===== src/rtl/param_facto_core.sv =====
// Bus-mapped n! / n!! engine built around a shift-add sequential multiplier.
// Define PFC_OVF_SAT_EN to saturate the result to all ones and stop at the first overflowing step.
module param_facto_core #(
  parameter int                DATA_W    = 64,
  parameter int                ADDR_W    = 16,
  parameter logic [ADDR_W-1:0] BASE_ADDR = 16'h7000,
  parameter int                RES_W     = 128
) (
  input  logic              clk,
  input  logic              reset,
  input  logic              s_sel,
  input  logic              s_wr,
  input  logic [ADDR_W-1:0] s_addr,
  input  logic [DATA_W-1:0] s_din,
  output logic [DATA_W-1:0] s_dout,
  output logic              interrupt
);

  // state   | meaning
  // S_IDLE  | waiting for OPSTART
  // S_INIT  | acc = 1, k = operand, overflow cleared
  // S_CHECK | k <= 1 finishes, otherwise load the multiplier
  // S_MUL   | one multiplier bit per cycle, acc * k
  // S_DONE  | result valid, held until OPCLEAR

  localparam int NW = RES_W / DATA_W;
  localparam int PW = RES_W + DATA_W;

  localparam logic [ADDR_W-1:0] OFF_START   = ADDR_W'(8'h00);
  localparam logic [ADDR_W-1:0] OFF_CLEAR   = ADDR_W'(8'h08);
  localparam logic [ADDR_W-1:0] OFF_STATUS  = ADDR_W'(8'h10);
  localparam logic [ADDR_W-1:0] OFF_INTREN  = ADDR_W'(8'h18);
  localparam logic [ADDR_W-1:0] OFF_OPERAND = ADDR_W'(8'h20);
  localparam logic [ADDR_W-1:0] OFF_MODE    = ADDR_W'(8'h28);
  localparam logic [ADDR_W-1:0] OFF_RESULT  = ADDR_W'(8'h40);

  typedef enum logic [2:0] {S_IDLE, S_INIT, S_CHECK, S_MUL, S_DONE} state_t;

  state_t              state_q, state_d;
  logic [RES_W-1:0]    acc_q, acc_d;
  logic [DATA_W-1:0]   k_q, k_d;
  logic [PW-1:0]       mcand_q, mcand_d;
  logic [DATA_W-1:0]   mplier_q, mplier_d;
  logic [PW-1:0]       prod_q, prod_d;
  logic                ovf_q, ovf_d;
  logic                done_q, done_d;
  logic [RES_W-1:0]    result_q, result_d;
  logic                intr_en_q, intr_en_d;
  logic [DATA_W-1:0]   operand_q, operand_d;
  logic                mode_q, mode_d;

  logic                in_range;
  logic [ADDR_W-1:0]   off;
  logic                wr;
  logic                busy;
  logic [PW-1:0]       sum;
  logic [DATA_W-1:0]   dec;
  logic                step_ovf;

  assign in_range = (s_addr >= BASE_ADDR);
  assign off      = s_addr - BASE_ADDR;
  assign wr       = s_sel & s_wr & in_range;
  assign busy     = (state_q != S_IDLE) && (state_q != S_DONE);

  always_comb begin
    s_dout = '0;
    if (s_sel && !s_wr && in_range) begin
      case (off)
        OFF_STATUS:  s_dout = DATA_W'({busy, ovf_q, done_q});
        OFF_INTREN:  s_dout = DATA_W'(intr_en_q);
        OFF_OPERAND: s_dout = operand_q;
        OFF_MODE:    s_dout = DATA_W'(mode_q);
        default:     ;
      endcase
      for (int i = 0; i < NW; i++) begin
        if (off == OFF_RESULT + ADDR_W'(8 * i)) s_dout = result_q[i*DATA_W +: DATA_W];
      end
    end
  end

  always_comb begin
    state_d   = state_q;
    acc_d     = acc_q;
    k_d       = k_q;
    mcand_d   = mcand_q;
    mplier_d  = mplier_q;
    prod_d    = prod_q;
    ovf_d     = ovf_q;
    done_d    = done_q;
    result_d  = result_q;
    intr_en_d = intr_en_q;
    operand_d = operand_q;
    mode_d    = mode_q;
    sum       = prod_q + (mplier_q[0] ? mcand_q : '0);
    dec       = mode_q ? DATA_W'(2) : DATA_W'(1);
    step_ovf  = |sum[PW-1:RES_W];

    if (wr && off == OFF_INTREN) intr_en_d = s_din[0];
    if (wr && off == OFF_OPERAND && !busy) operand_d = s_din;
    if (wr && off == OFF_MODE && !busy) mode_d = s_din[0];

    case (state_q)
      S_IDLE: begin
        if (wr && off == OFF_START && s_din[0]) state_d = S_INIT;
      end
      S_INIT: begin
        acc_d   = RES_W'(1);
        k_d     = operand_q;
        ovf_d   = 1'b0;
        state_d = S_CHECK;
      end
      S_CHECK: begin
        if (k_q <= DATA_W'(1)) begin
          result_d = acc_q;
          done_d   = 1'b1;
          state_d  = S_DONE;
        end else begin
          mplier_d = k_q;
          mcand_d  = PW'(acc_q);
          prod_d   = '0;
          state_d  = S_MUL;
        end
      end
      S_MUL: begin
        prod_d   = sum;
        mcand_d  = mcand_q << 1;
        mplier_d = mplier_q >> 1;
        // Stop as soon as no set bits remain above the one just consumed.
        if ((mplier_q >> 1) == '0) begin
          acc_d   = sum[RES_W-1:0];
          ovf_d   = ovf_q | step_ovf;
          k_d     = (k_q > dec) ? k_q - dec : '0;
          state_d = S_CHECK;
`ifdef PFC_OVF_SAT_EN
          if (step_ovf) begin
            acc_d    = '1;
            result_d = '1;
            done_d   = 1'b1;
            state_d  = S_DONE;
          end
`endif
        end
      end
      S_DONE: ;
      default: state_d = S_IDLE;
    endcase

    // Clear wins over everything and aborts any computation in flight.
    if (wr && off == OFF_CLEAR && s_din[0]) begin
      state_d  = S_IDLE;
      done_d   = 1'b0;
      ovf_d    = 1'b0;
      result_d = '0;
    end
  end

  always_ff @(posedge clk) begin
    if (reset) begin
      state_q   <= S_IDLE;
      acc_q     <= '0;
      k_q       <= '0;
      mcand_q   <= '0;
      mplier_q  <= '0;
      prod_q    <= '0;
      ovf_q     <= 1'b0;
      done_q    <= 1'b0;
      result_q  <= '0;
      intr_en_q <= 1'b0;
      operand_q <= '0;
      mode_q    <= 1'b0;
      interrupt <= 1'b0;
    end else begin
      state_q   <= state_d;
      acc_q     <= acc_d;
      k_q       <= k_d;
      mcand_q   <= mcand_d;
      mplier_q  <= mplier_d;
      prod_q    <= prod_d;
      ovf_q     <= ovf_d;
      done_q    <= done_d;
      result_q  <= result_d;
      intr_en_q <= intr_en_d;
      operand_q <= operand_d;
      mode_q    <= mode_d;
      interrupt <= done_d & intr_en_d;
    end
  end

endmodule


===== config.mk =====
export PLATFORM = sky130hd
export DESIGN_NAME = param_facto_core
export DESIGN_NICKNAME = d
export VERILOG_FILES = /design/src/rtl/param_facto_core.sv
export SDC_FILE = /design/constraint.sdc
export NUM_CORES = 2
export LEC_CHECK = 0
export ABC_AREA = 1
export BUFFER_PORTS_ARGS = -buffer_cell sky130_fd_sc_hd__buf_2
export CAP_MARGIN = 20
export CORE_ASPECT_RATIO = 1.4
export CORE_UTILIZATION = 45
export DETAILED_ROUTE_END_ITERATION = 12
export HOLD_SLACK_MARGIN = 0.02
export PLACE_DENSITY = 0.6
export SLEW_MARGIN = 10
export SYNTH_ARGS = -nofsm -noshare
export SYNTH_HDL_FRONTEND = slang
export SYNTH_SLANG_ARGS = --single-unit

===== constraint.sdc =====
create_clock -name clk -period 4.7 [get_ports clk]
set_input_delay 0.235 -clock clk [delete_from_list [all_inputs] [get_ports clk]]
set_output_delay 0.235 -clock clk [all_outputs]
set_load 0.02 [all_outputs]

After elaboration in Yosys (flattened, before gate mapping)
Index checks and enable logic that the tools add are counted.

word-level totals
  bits in registers = 840
  bits in latches = 0
  bits in writable memories = 0
  memory bits (read-only) = 0
  bits of input ports = 84
  output and inout bits = 65
  word-level logic and storage cells = 92
  memories kept = 0

operators by class
  add/sub/neg operators = 3
  $mul = 0
  divide/modulo/power cells = 0
  $lt $le $gt $ge = 3
  equal/unequal tests = 15
  shifts and indexed selects = 0
  muxes and demuxes = 27
  bitwise operators = 5
  reduce and logical (&&, ||, !) cells = 26

operator list
  kind                      number
  $pmux W192 S2             2
  $mux W192                 3
  $mux W64                  6
  $pmux W128 S2             1
  $pmux W64 S2              2
  $pmux W64 S4              1
  $add A192 B192 Y192       1
  $mux W128                 1
  $gt A64 B2 Y1             1
  $le A64 B1 Y1 const B     1
  $logic_not A64 Y1         1
  $reduce_or A64 Y1         1
  $sub A64 B2 Y64           1
  $eq A16 B5 Y1 const B     2
  $eq A16 B6 Y1 const B     2
  $eq A16 B7 Y1 const B     2
  $eq A16 B4 Y1 const B     1
  $ge A16 B15 Y1 const B    1
  $logic_not A16 Y1         1
  $sub A16 B15 Y16 const B  1
  $pmux W3 S5               1
  $logic_and A1 B1 Y1       12
  $mux W3                   3
  $eq A3 B2 Y1 const B      2
  other kinds (17)          29

Depth between registers and ports, before layout
  word-level depth = 6
  mapped depth = 29
  depth with buffers taken out = 27

Worst setup path before layout
Ideal clock, no wire load.

  path type = register to register
  start point = register mplier_q[0]
  end point = register ovf_q
  setup time = 0.119 ns
  data arrival time = 2.934 ns
  required time = 4.581 ns
  slack = 1.646 ns
  stages on the path, launching flop included = 28
  path buffers = 2
  clock period less this slack = 3.054 ns
  cells stage by stage = dfxtp_1 clkbuf_1 clkbuf_1 nand2_1 inv_1 ha_1 fa_1 nand3_1 nor2_1 inv_1 nand3_1 nand3_1 nand3b_1 nand2_1 nand2_1 nand2_1 nand2_1 nand2_1 nand3_1 nand2_1 nor2_1 nand2_1 nor2_1 nand2_1 nor2_1 nand2_1 nand2_1 a21oi_1

on the way
  word-level cells in the longest chain between the ends = 6

ends and longest elaborated chain
  item                    line  RTL
  from (decl)             43    logic [DATA_W-1:0] mplier_q, mplier_d;
  from (signal assigned)  177   mplier_q <= mplier_d;
  $mux W192               94    sum = prod_q + (mplier_q[0] ? mcand_q : '0);
  $add A192 B192 Y192     94
  $reduce_or A64 Y1       96    step_ovf = |sum[PW-1:RES_W];
  $or A1 B1 Y1            131   ovf_d = ovf_q | step_ovf;
  $mux W1                 129   if ((mplier_q >> 1) == '0) begin
  $pmux W1 S2             102   case (state_q)
  to (signal assigned)    179   ovf_q <= ovf_d;
  to (decl)               45    logic ovf_q, ovf_d;

Every way passes these cells. The select of a mux whose other input is x is not followed.
A chain may end at the register's enable or synchronous reset.

Worst setup path in the final report
Same ends and word-level chain as after synthesis.

==> run summary <==
status - completed
initial antenna violation count - 5
Worst Tran Pin Value - 1.40 ns
register area - 0.0168 mm^2
Crit. End Element - flop
mean cell area of the mapped netlist - 5.72 um^2
crit-path max FO - 29
Final setup viols - 0
Synth top area share - 0.292
clock skew - 0.0455 ns
Initial Utilization - 0.453
Seq pwr share - 0.464
CP Class - reg -> reg
fin crit period - 4.69 ns
fin nets - 10600
vias in the first global route - 62900
cell count after synthesis - 10100
area occupied by multi-input gates - 0.0330 mm^2
Synthesis Warnings - 0
RD Place Congestion - 1.18
Antenna Nets Post-Route - 0
syn_nets - 10400
# fillers - 13500
post-CTS setup buffer count - 0
Slew Limit Fails - 0
r2r setup slk - 0.01 ns
CTS tree - done
number of distinct library cells after synthesis - 48
final instance area - 0.0658 mm^2
pwr/cell area - 233 mW/mm^2
via count - 66100
Post-Place Cells - 11800
Synth Register Bits - 840
Top delay family on crit path - simple AND/OR/NAND/NOR gates
Worst path slowest cell - ha_1
fin util - 0.517
CTS Sinks - 840
sequential element share of the synthesized area - 0.292
final wirelength - 299000 um
CTS buffer count - 87
Die Height - 425 um
Post-DP Area - 0.0618 mm^2
clock network fraction of total power - 0.518
Die Footprint - 0.130 mm^2
max_slew headroom - 0.0699
CORE AREA - 0.127 mm^2
via-per-instance ratio - 5.48
first-pass GRT wire length - 420000 um
Sw Ratio - 0.233
CP dominant cell by count - nand2_1
Die X - 304 um
Worst EP arrival - 5.30 ns
synth top area cells - dfxtp_1 (29%), nand2_1 (24%), inv_1 (11%)
Hold Path Class - in -> reg
clk buf depth - 3
Cell Rows - 155
largest net degree at the start of global routing - 151
CP Launch Type - flop
iteration count of the initial detailed-routing pass - 9
Lkg Pwr - 33.5 nW
Primary FF master, synth - dfxtp_1
Crit path largest cell delay - 0.39 ns
async set-or-reset flop fraction in the synthesized netlist - 0
DPL Wire Length - 239000 um
Synth Cell Area - 0.0576 mm^2
share of layout cells above drive strength 1 - 0.0730
Final Hold Vio Count - 0
Pwr Total - 0.0153 W
Overflow after GRT - 0
GRT Overall Usage - 0.447
number of synthesized flops with an enable pin - 0
routed len/inst - 24.8 um
Area growth, synth to finish - 14.2%
H-tree depth - 3
later-pin clock latency in the skew report - 0.77 ns
Req. time, crit path - 5.31 ns
clock slew at reported path FFs - 0.07 ns
DRT iter0 DRCs - 6607
area leader, netlist - dfxtp_1
VDD IR max - 312 uV
maxcap violations - 0
Layout Cells excl Fill - 12100
port buffer count - 148
worst path bufs/invs - 6
crit share post-route - 0.998
Power Internal - 0.0118 W
clock root cell - clkbuf_16
DRC Markers - 0
f_max - 0.213 GHz
P_sw - 0.00357 W
Comb pwr share - 0.018
top-level I/O count - 149
-- stage by stage --
stage	hold WS, ns	worst slack, ns	setup TNS (ns)
6_report	0.0685	0.0114	0
2_1_floorplan	0.377	1.65	0
4_1_cts	0.0216	0.000941	0
5_1_grt	0.0855	-0.00797	-0.00797
3_5_place_dp	0.452	-0.0204	-0.0204
3_3_place_gp	0.450	-0.0559	-0.0559
-- area by class of cell --
cell class	instances	area share
multi-input cells	7202	0.502
flip-flops and latches	840	0.256
inverters	1654	0.0949
repair buffers	566	0.0673
clock buffers	113	0.0370
well taps	1648	0.0313
clock inverters	48	0.0118
diodes	2	0.0000760
-- layout by cell type, fill, tap and decap left out, drive strengths merged, types with 4 or more instances in the layout --
| cell | instances |
|---|---|
| bufinv | 15 |
| nand3 | 272 |
| buf | 499 |
| clkinvlp | 7 |
| nand2 | 3760 |
| a31o | 6 |
| nand3b | 21 |
| clkinv | 17 |
| inv | 1663 |
| nand4 | 49 |
| a31oi | 215 |
| dfxtp | 840 |
| o311ai | 12 |
| a22oi | 21 |
| or2 | 6 |
| nor2 | 841 |
| o21ai | 584 |
| o21bai | 38 |
| nor3 | 151 |
| xor2 | 26 |
| a32oi | 13 |
| dlygate4sd3 | 67 |
| ha | 193 |
| nor4 | 20 |
| and2 | 7 |
| xnor2 | 24 |
| clkbuf | 113 |
| a21o | 4 |
| a21oi | 922 |
-- worst register-to-register path: stages, from the launching register on --
cell and delay, ns:
dfxtp_4 0.38, buf_12 0.17, buf_4 0.23, nand2_1 0.06, inv_1 0.04, ha_1 0.39
nand2_1 0.14, nor2_1 0.29, nand2_1 0.31, nor2_2 0.27, nand2_1 0.16, inv_1 0.19
buf_4 0.15, nand2_1 0.05, nor2_1 0.10, nand2_1 0.13, nand4_1 0.22, nand2_1 0.12
nor2_1 0.24, nand2_1 0.11, nor2_1 0.11, buf_4 0.12, nand2_1 0.09, nor2_1 0.24
nand2_1 0.10, nand2_1 0.07, a21oi_1 0.06
-- flip-flops by register name, summed over array words and instances, names as in the netlist --
signal and cells:
prod_q 192, state_q 3, ovf_q 1, interrupt 1
operand_q 64, done_q 1, intr_en_q 1, acc_q 128
mcand_q 192, mplier_q 64, k_q 64, mode_q 1
result_q 128
-- worst paths after layout --
kind | startpoint | endpoint | cells after the start
worst min-delay path | s_addr[2] | state_q[0] | 7
worst max register to register | mplier_q[0] | ovf_q | 26
worst max-delay path | mplier_q[0] | ovf_q | 26
worst min register to register | acc_q[59] | result_q[59] | 2
-- cell usage after synthesis, drive strengths merged, types with 7 or more instances --
library cell,number
inv,1654
xor2,26
a22oi,21
nor2,841
nor4,20
o21bai,38
nor3,151
and2,7
nand4,49
dfxtp,840
a32oi,13
buf,102
a31oi,215
o311ai,12
xnor2,24
nand2,3760
clkbuf,285
ha,193
o21ai,584
nand3b,21
nand3,272
a21oi,922
-- logic make-up (layout without fill, tap and decap cells) --
kind of cell	Yosys count	after routing	share of synthesized area
AOI/OAI and AO/OA	1829	1829	0.169
xor gates and xnor gates	50	50	0.00760
adders and majority gates	195	195	0.0426
buffers and inverters	2041	2381	0.138
DFF	840	840	0.292
other	0	2	0
and+or+nand+nor	5128	5128	0.351
-- per-layer routing --
layer	GRT usage	wire length, um	vias to the layer above
met5	0	68	-
met4	0.521	41500	10
met3	0.0788	19300	1158
met2	0.764	140000	2902
met1	0.429	98600	30100
li1	-	-	32000
-- what timing repair did --
action,4_1_cts,5_1_grt
gates resized for setup,2,43
endpoints found under the setup margin,1,3
hold endpoints to repair,124,0
hold buffers,67,0
-- power groups by stage --
stage	registers, W	logic, W	clock network (W)
4_1_cts	0.00712	0.000267	0.00797
6_report	0.00712	0.000276	0.00794
2_1_floorplan	0.00728	0.000121	0
5_1_grt	0.00711	0.000287	0.00824
3_5_place_dp	0.00728	0.000223	0
3_3_place_gp	0.00728	0.000221	0
Power figures use the tool's default switching activity.
